$ cat config.mk
export PLATFORM = sky130hd
export DESIGN_NAME = pipeline_hazard_ctrl_flat
export DESIGN_NICKNAME = d
export VERILOG_FILES = /design/src/rtl/pipeline_hazard_ctrl_if.sv /design/src/rtl/pipeline_hazard_ctrl.sv /design/src/flat_wrapper.sv
export SDC_FILE = /design/constraint.sdc
export NUM_CORES = 1
export LEC_CHECK = 0
export CELL_PAD_IN_SITES_DETAIL_PLACEMENT = 0
export CELL_PAD_IN_SITES_GLOBAL_PLACEMENT = 2
export CORE_MARGIN = 2
export CORE_UTILIZATION = 29
export CTS_CLUSTER_SIZE = 24
export DETAILED_ROUTE_END_ITERATION = 10
export GPL_TIMING_DRIVEN = 0
export PLACE_DENSITY_LB_ADDON = 0.15
export SETUP_SLACK_MARGIN = 0.2
export SLEW_MARGIN = 10
export SYNTH_ARGS = -nofsm -noshare
export SYNTH_HDL_FRONTEND = slang
export SYNTH_SLANG_ARGS = --single-unit
$ cat constraint.sdc
create_clock -name clk -period 2.3 [get_ports clk]
set_input_delay 0.46 -clock clk [delete_from_list [all_inputs] [get_ports clk]]
set_output_delay 0.46 -clock clk [all_outputs]
set_load 0.02 [all_outputs]
$ cat src/rtl/pipeline_hazard_ctrl_if.sv
// Hazard-control bundle between the pipeline datapath and the hazard controller.
// master = datapath side (supplies decode/execute fields, consumes enables);
// slave  = hazard controller.
interface pipeline_hazard_ctrl_if;
   logic [4:0] rs1_D;
   logic [4:0] rs2_D;
   logic [4:0] rd_E;
   logic       mem_read_E;
   logic       branch_taken_E;
   logic       mem_busy;
   logic       pc_en;
   logic       ir1_en;
   logic       ir2_en;
   logic       ir3_en;
   logic       ir1_flush;
   logic       ir2_flush;

   modport master (
      output rs1_D, rs2_D, rd_E, mem_read_E, branch_taken_E, mem_busy,
      input  pc_en, ir1_en, ir2_en, ir3_en, ir1_flush, ir2_flush
   );

   modport slave (
      input  rs1_D, rs2_D, rd_E, mem_read_E, branch_taken_E, mem_busy,
      output pc_en, ir1_en, ir2_en, ir3_en, ir1_flush, ir2_flush
   );
endinterface

$ cat src/rtl/pipeline_hazard_ctrl.sv
// Pipeline hazard controller: load-use stalls, taken-branch flushes, memory-busy
// freeze, saturating event counters and a sticky memory-busy timeout flag.
module pipeline_hazard_ctrl #(
   parameter int unsigned FLUSH_CYCLES = 2,
   parameter int unsigned TIMEOUT      = 255,
   parameter int unsigned CNT_W        = 16
) (
   input  logic                 clk,
   input  logic                 rst,
   pipeline_hazard_ctrl_if.slave hz,
   input  logic                 clr_cnt,
   output logic [1:0]           state_o,
   output logic [CNT_W-1:0]     stall_cnt,
   output logic [CNT_W-1:0]     flush_cnt,
   output logic                 timeout_err
);

   typedef enum logic [1:0] {StRun = 2'd0, StFlush = 2'd1} state_t;

   localparam logic [3:0]       FlushInit = 4'(FLUSH_CYCLES - 1);
   localparam logic [16:0]      TimeoutV  = 17'(TIMEOUT);
   localparam logic [16:0]      BusyMax   = '1;
   localparam logic [CNT_W-1:0] CntMax    = '1;

   state_t           state_q, state_d;
   logic [3:0]       dcnt_q, dcnt_d;
   logic [CNT_W-1:0] stall_q, stall_d;
   logic [CNT_W-1:0] flush_q, flush_d;
   logic [16:0]      busy_q, busy_d;
   logic             err_q, err_d;

   logic load_use;
   logic flush_evt;
   logic pc_en, ir1_en, ir2_en, ir3_en, ir1_flush, ir2_flush;

   // Next state and combinational enables/flushes by priority: busy > branch > load-use.
   always_comb begin
      state_d   = state_q;
      dcnt_d    = dcnt_q;
      flush_evt = 1'b0;
      pc_en     = 1'b1;
      ir1_en    = 1'b1;
      ir2_en    = 1'b1;
      ir3_en    = 1'b1;
      ir1_flush = 1'b0;
      ir2_flush = 1'b0;
      load_use  = hz.mem_read_E && (hz.rd_E != 5'd0) &&
                  ((hz.rd_E == hz.rs1_D) || (hz.rd_E == hz.rs2_D));
      if (hz.mem_busy) begin
         pc_en  = 1'b0;
         ir1_en = 1'b0;
         ir2_en = 1'b0;
         ir3_en = 1'b0;
      end else begin
         unique case (state_q)
            StRun: begin
               if (hz.branch_taken_E) begin
                  ir1_flush = 1'b1;
                  ir2_flush = 1'b1;
                  flush_evt = 1'b1;
                  if (FLUSH_CYCLES > 1) begin
                     state_d = StFlush;
                     dcnt_d  = FlushInit;
                  end
               end else if (load_use) begin
                  pc_en     = 1'b0;
                  ir1_en    = 1'b0;
                  ir2_flush = 1'b1;
               end
            end
            StFlush: begin
               // Branch and load-use are ignored while bubbles drain.
               ir1_flush = 1'b1;
               dcnt_d    = dcnt_q - 4'd1;
               if (dcnt_q <= 4'd1) begin
                  state_d = StRun;
                  dcnt_d  = 4'd0;
               end
            end
            default: begin
               state_d = StRun;
               dcnt_d  = 4'd0;
            end
         endcase
      end
      // Hold reset-time outputs at the RUN no-event values regardless of inputs.
      if (!rst) begin
         pc_en     = 1'b1;
         ir1_en    = 1'b1;
         ir2_en    = 1'b1;
         ir3_en    = 1'b1;
         ir1_flush = 1'b0;
         ir2_flush = 1'b0;
      end
   end

   // Counter and timeout-flag next values; clear wins over any increment.
   always_comb begin
      stall_d = stall_q;
      flush_d = flush_q;
      busy_d  = 17'd0;
      err_d   = err_q;
      if (!pc_en && (stall_q != CntMax)) stall_d = stall_q + 1'b1;
      if (flush_evt && (flush_q != CntMax)) flush_d = flush_q + 1'b1;
      if (hz.mem_busy) begin
         busy_d = (busy_q == BusyMax) ? busy_q : busy_q + 17'd1;
         if (busy_d > TimeoutV) err_d = 1'b1;
      end
      if (clr_cnt) begin
         stall_d = '0;
         flush_d = '0;
         err_d   = 1'b0;
      end
   end

   // State, flush down-counter, event counters and timeout flag registers.
   always_ff @(posedge clk or negedge rst) begin
      if (!rst) begin
         state_q <= StRun;
         dcnt_q  <= 4'd0;
         stall_q <= '0;
         flush_q <= '0;
         busy_q  <= 17'd0;
         err_q   <= 1'b0;
      end else begin
         state_q <= state_d;
         dcnt_q  <= dcnt_d;
         stall_q <= stall_d;
         flush_q <= flush_d;
         busy_q  <= busy_d;
         err_q   <= err_d;
      end
   end

   assign hz.pc_en     = pc_en;
   assign hz.ir1_en    = ir1_en;
   assign hz.ir2_en    = ir2_en;
   assign hz.ir3_en    = ir3_en;
   assign hz.ir1_flush = ir1_flush;
   assign hz.ir2_flush = ir2_flush;
   assign state_o      = state_q;
   assign stall_cnt    = stall_q;
   assign flush_cnt    = flush_q;
   assign timeout_err  = err_q;

endmodule

$ cat src/flat_wrapper.sv
// flat-port wrapper written by rule: the top's interface ports become plain ports
module pipeline_hazard_ctrl_flat 
#(
   parameter int unsigned FLUSH_CYCLES = 2,
   parameter int unsigned TIMEOUT      = 255,
   parameter int unsigned CNT_W        = 16
)
  (clk, rst, clr_cnt, state_o, stall_cnt, flush_cnt, timeout_err, hz_rs1_D, hz_rs2_D, hz_rd_E, hz_mem_read_E, hz_branch_taken_E, hz_mem_busy, hz_pc_en, hz_ir1_en, hz_ir2_en, hz_ir3_en, hz_ir1_flush, hz_ir2_flush);
  pipeline_hazard_ctrl_if hz_i ();
  input  logic clk;
  input  logic rst;
  input  logic clr_cnt;
  output logic [1:0] state_o;
  output logic [CNT_W-1:0] stall_cnt;
  output logic [CNT_W-1:0] flush_cnt;
  output logic timeout_err;
  input wire logic [$bits(hz_i.rs1_D)-1:0] hz_rs1_D;
  input wire logic [$bits(hz_i.rs2_D)-1:0] hz_rs2_D;
  input wire logic [$bits(hz_i.rd_E)-1:0] hz_rd_E;
  input wire logic [$bits(hz_i.mem_read_E)-1:0] hz_mem_read_E;
  input wire logic [$bits(hz_i.branch_taken_E)-1:0] hz_branch_taken_E;
  input wire logic [$bits(hz_i.mem_busy)-1:0] hz_mem_busy;
  output wire logic [$bits(hz_i.pc_en)-1:0] hz_pc_en;
  output wire logic [$bits(hz_i.ir1_en)-1:0] hz_ir1_en;
  output wire logic [$bits(hz_i.ir2_en)-1:0] hz_ir2_en;
  output wire logic [$bits(hz_i.ir3_en)-1:0] hz_ir3_en;
  output wire logic [$bits(hz_i.ir1_flush)-1:0] hz_ir1_flush;
  output wire logic [$bits(hz_i.ir2_flush)-1:0] hz_ir2_flush;
  assign hz_i.rs1_D = hz_rs1_D;
  assign hz_i.rs2_D = hz_rs2_D;
  assign hz_i.rd_E = hz_rd_E;
  assign hz_i.mem_read_E = hz_mem_read_E;
  assign hz_i.branch_taken_E = hz_branch_taken_E;
  assign hz_i.mem_busy = hz_mem_busy;
  assign hz_pc_en = hz_i.pc_en;
  assign hz_ir1_en = hz_i.ir1_en;
  assign hz_ir2_en = hz_i.ir2_en;
  assign hz_ir3_en = hz_i.ir3_en;
  assign hz_ir1_flush = hz_i.ir1_flush;
  assign hz_ir2_flush = hz_i.ir2_flush;
  pipeline_hazard_ctrl #(.FLUSH_CYCLES(FLUSH_CYCLES), .TIMEOUT(TIMEOUT), .CNT_W(CNT_W)) u_core (.clk(clk), .rst(rst), .hz(hz_i), .clr_cnt(clr_cnt), .state_o(state_o), .stall_cnt(stall_cnt), .flush_cnt(flush_cnt), .timeout_err(timeout_err));
endmodule
After elaboration in Yosys (flattened, before gate mapping)
Index checks and enable logic that the tools add are counted.
Word-level totals
  bits in registers: 56
  bits of input ports: 21
  word-level logic and storage cells: 69
Operators by class
  add/sub/neg operators: 4
  magnitude comparators: 2
  equal/unequal tests: 8
  mux-type cells: 33
  bitwise gates (word level): 1
  reductions and logical operators: 15
Operator list (count)
  $mux 16: 4
  $mux 17: 2
  $add 16x1->16 const B: 2
  $ne 16x16->1 const B: 2
  $mux 1: 20
  $add 17x1->17 const B: 1
  $eq 17x17->1 const B: 1
  $gt 17x8->1 const B: 1
  $eq 5x5->1: 2
  $mux 4: 2
  $pmux 4 s2: 1
  $reduce_bool 2->1: 4
  $reduce_bool 5->1: 1
  $le 4x1->1 const B: 1
  $logic_and 1x1->1: 4
  $mux 2: 2
  $pmux 2 s2: 1
  $reduce_and 2->1: 2
  $sub 4x1->4 const B: 1
  $reduce_and 3->1: 1
  $eq 2x1->1 const B: 1
  $logic_not 2->1: 1
  $ne 2x1->1 const B: 1
  $ne 2x2->1 const B: 1
  other kinds (4): 4

Longest topological paths before layout
  depth in word-level cells: 12
  depth in mapped cells: 8
  depth with buffers taken out: 7

Worst setup path after synthesis
No wires, ideal clock.
  kind: input -> output
  start point: input port hz_rd_E[0]
  end point: output port hz_pc_en
  data arrival time: 1.887 ns
  required time: 1.840 ns
  path slack: -0.047 ns
  stages on the path: 6
  path buffers: 3
  cell sequence: or4_1 -> o21a_1 -> a41oi_4 -> buf_6 -> buf_12 -> buf_4
Between the ends
  cells in the longest elaborated chain, start to end: 8
  elaborated cells between the ends (all ways): 11
RTL lines
  start, declared: RTL line flat_wrapper.sv:19  | input wire logic [$bits(hz_i.rd_E)-1:0] hz_rd_E;
  $eq 5x5->1 / $reduce_bool 5->1 (equally long branches): RTL line pipeline_hazard_ctrl.sv:48, pipeline_hazard_ctrl.sv:47
  $logic_or 1x1->1 / $logic_and 1x1->1 (equally long branches): RTL line pipeline_hazard_ctrl.sv:48, pipeline_hazard_ctrl.sv:47
  $logic_and 1x1->1 (*): RTL line pipeline_hazard_ctrl.sv:47  | load_use = hz.mem_read_E && (hz.rd_E != 5'd0) &&
  $mux 1 (*) (5 in a row)
  end, declared: RTL line flat_wrapper.sv:23  | output wire logic [$bits(hz_i.pc_en)-1:0] hz_pc_en;
Every way passes the cells marked *; elsewhere a longest branch is shown, timed or not.

Worst setup path in the final report
  start point: input port hz_rd_E[4]
  end point: output port hz_pc_en
Between the ends
  cells in the longest elaborated chain, start to end: 8
  elaborated cells between the ends (all ways): 11
RTL lines
  $eq 5x5->1 / $reduce_bool 5->1 (equally long branches): RTL line pipeline_hazard_ctrl.sv:48, pipeline_hazard_ctrl.sv:47
  $logic_or 1x1->1 / $logic_and 1x1->1 (equally long branches): RTL line pipeline_hazard_ctrl.sv:48, pipeline_hazard_ctrl.sv:47
  $logic_and 1x1->1 (*): RTL line pipeline_hazard_ctrl.sv:47
  $mux 1 (*): RTL line pipeline_hazard_ctrl.sv:65  | end else if (load_use) begin
  $mux 1 (*): RTL line pipeline_hazard_ctrl.sv:57  | if (hz.branch_taken_E) begin
  $mux 1 (*): RTL line pipeline_hazard_ctrl.sv:55  | unique case (state_q)
  $mux 1 (*): RTL line pipeline_hazard_ctrl.sv:49  | if (hz.mem_busy) begin
  $mux 1 (*): RTL line pipeline_hazard_ctrl.sv:87  | if (!rst) begin
Marked as above.

==> flow_summary.yaml <==
run_status:
  status: "complete, but fails checks"
  violations: "setup timing"
worst_setup_path:
  cp.arrival_ns: 1.93
  critPathCaptureType: "output pin"
  crit_path_max_fanout: 3
  cp-start-kind: "input port"
  cp.required_ns: 1.84
  worst-setup-path-type: "in2out"
global_route:
  grt_overflow: 0
  grt_max_degree: 25
  grt_usage: 0.159
  grt_pass1_wl_um: 14800
  grt_pass1_vias: 2912
  antenna_found_initial: 0
timing:
  hold_ws_ns: 0.0105
  tightest_slew_ns: 0.664
  post-route-min-period_ns: 2.39
  slew_viol_final: 0
  rsz0062_at_grt: "true"
  setup_viol: 2
  relSlewSlack: 0.557
  post-route-period-util: 1.04
  setup_ws_ns: -0.0898
  max_freq_mhz: 418
  finalHoldViolCount: 0
  fin_skew_ns: 0.00818
layout:
  area_growth_syn_to_layout_pct: 38.8
  final_common_cell: "dfrtp_1"
  drive_gt1_frac: 0.212
  insertedDiodeCount: 0
  fin_nets: 455
  fill_cells: 1117
  fin_util: 0.415
  layout_common_cells: "52 x dfrtp_1, 38 x clkdlybuf4s50_1, 27 x nand2_1"
synthesis:
  yosysTopAreaCell: "dfrtp_1"
  synth_edf_count: 0
  yosysSeqAreaShare: 0.421
  synth_cell_type_count: 54
  syn_avg_cell_area_um2: 9.45
  async_flop_share: 1.00
  synth_area_leaders: "dfrtp_1 42%, xnor2_1 5.9%, or4_1 3.7%"
  synth_seq_cells: 55
  synth_nets: 372
  yosys_warnings: 0
  netlist_area_mm2: 0.00327
  synth_cells: 346
  synth_top_cell_area_share: 0.421
  synthFlopType: "dfrtp_1"
floorplanning:
  fp.dieW_um: 110
  io_pins: 62
  dieArea_mm2: 0.0121
  core.rowCount: 38
  die_y_um: 110
  core_area_mm2: 0.0109
  start_util: 0.299
detailed_routing:
  drc: 0
  viasPerCell: 5.11
  ant_nets: 0
  vias: 2914
  first_iter_violations: 89
  wl_per_cell_um: 16.3
  firstDrtPassIters: 6
  routed_wl_um: 9280
clock_network:
  cts_tree: "done"
  h-tree-depth: 2
  cts.sinks: 55
  cts_made_buffers: 5
  clk_pin_slew_ns: 0.07
  clk_path_buf_depth: 2
  cts_root_buf: "clkbuf_16"
  clk_latency_ns: 0.30
power_and_ir_drop:
  power_density_mw_per_mm2: 523
  p_leak_nw: 1.80
  ir_worst_vdd_mv: 0.329
placed_design:
  io_buffer_count: 60
  hpwl_um: 6260
  gp_congestion: 0.737
flow_run:
  drv_cap: 0
min_path:
  hold_class: "in2async"
==> critical path, cell delays in order <==
cell     delay [ns]
buf_8          0.09
or4_4          0.51
o21a_1         0.22
a41oi_4        0.22
buf_6          0.15
buf_12         0.10
buf_8          0.08
buf_8          0.09
==> sequential cells by signal (all words and copies together), names as in the netlist <==
| register | count |
|---|---|
| u_core.busy_q | 17 |
| u_core.flush_cnt | 16 |
| u_core.stall_cnt | 16 |
| u_core.dcnt_q | 4 |
| u_core.state_o | 1 |
| u_core.timeout_err | 1 |
==> power by group <==
group | switching [mW] | internal, mW | leakage, nW | total [mW]
sequential | 0.0602 | 1.01 | 0.755 | 1.07
combinational | 0.254 | 0.211 | 0.969 | 0.465
clock | 0.369 | 0.466 | 0.0772 | 0.835
total | 0.683 | 1.69 | 1.80 | 2.37
==> metal layers <==
layer | vias to the layer above | GRT usage | routed length (um)
li1 | 1425 | - | -
met1 | 1443 | 0.204 | 4330
met2 | 40 | 0.267 | 4590
met3 | 6 | 0.0394 | 273
met4 | 0 | 0.0464 | 82
met5 | - | 0 | 0
==> cells in the mapped netlist, drive strengths merged (2+ instances only) <==
cell type,instances
mux2i,4
nor3b,3
or3,3
a31oi,5
buf,10
nor2b,2
clkbuf,6
or4,16
nand3,23
o31ai,14
dfrtp,55
nor2,29
nand2,29
xnor2,22
and4,6
nor3,7
xor2,11
and3,11
nor4,4
inv,9
a2111oi,3
o21ai,13
ha,5
o21a,2
a21oi,22
nand4,9
and2,8
a311oi,2
==> final cells by class <==
class | instances | area, um2 | share of cell area
clock buffers | 8 | 156 | 0.0345
plain buffers | 17 | 149 | 0.0328
repair buffers | 76 | 739 | 0.163
flip-flops and latches | 55 | 1380 | 0.304
inverters | 9 | 33.8 | 0.00744
well taps | 140 | 175 | 0.0386
multi-input cells | 265 | 1900 | 0.420
==> stage by stage <==
step	worst slack [ns]	total power [mW]	std cells	instance area [um2]	TNS, ns
2_1_floorplan	0.0430	1.33	346	3280	0
3_3_place_gp	-3.05	1.51	546	4050	-133.73
3_5_place_dp	-1.18	1.52	547	4080	-10.03
4_1_cts	-0.113	2.40	562	4330	-0.199
5_1_grt	-0.141	2.51	570	4540	-0.259
6_report	-0.0898	2.37	570	4540	-0.153
==> logic make-up (layout without fill, tap and decap cells) <==
logic type	after synthesis	after routing	synth area share
AND/OR/NAND/NOR	152	152	0.250
other	1	1	0.00115
adder cells (fa/ha/maj)	5	5	0.0191
AO/OA/AOI/OAI	70	70	0.161
buffers and inverters	26	110	0.0474
multiplexers	4	4	0.0122
XOR/XNOR	33	33	0.0884
flip-flops	55	55	0.421
==> path summary, 6_finish.rpt <==
kind	from	end	slack, ns	cells after the start
setup / recovery	hz_rd_E[4]	hz_pc_en	-0.09	8
hold / removal	rst	u_core.busy_q[0]$_DFF_PN0_	0.01	1
setup reg to reg	u_core.state_o[0]$_DFFE_PN0P_	u_core.stall_cnt[6]$_DFFE_PN0P_	0.24	7
hold reg to reg	u_core.dcnt_q[1]$_DFFE_PN0P_	u_core.dcnt_q[1]$_DFFE_PN0P_	0.55	2
max in group asynchronous	rst	u_core.busy_q[8]$_DFF_PN0_	1.73	2
min in group clk	u_core.dcnt_q[1]$_DFFE_PN0P_	u_core.dcnt_q[1]$_DFFE_PN0P_	0.55	2
==> timing repair <==
item / 4_1_cts / 5_1_grt
hold buffers: 0 / 0
buffers inserted: 6 / 8
pin swaps: 21 / 19
resized for setup: 64 / 40
gates cloned: 1 / 0
endpoints found under the setup margin: 30 / 30
Note: power is estimated with default switching activity, not from simulation.
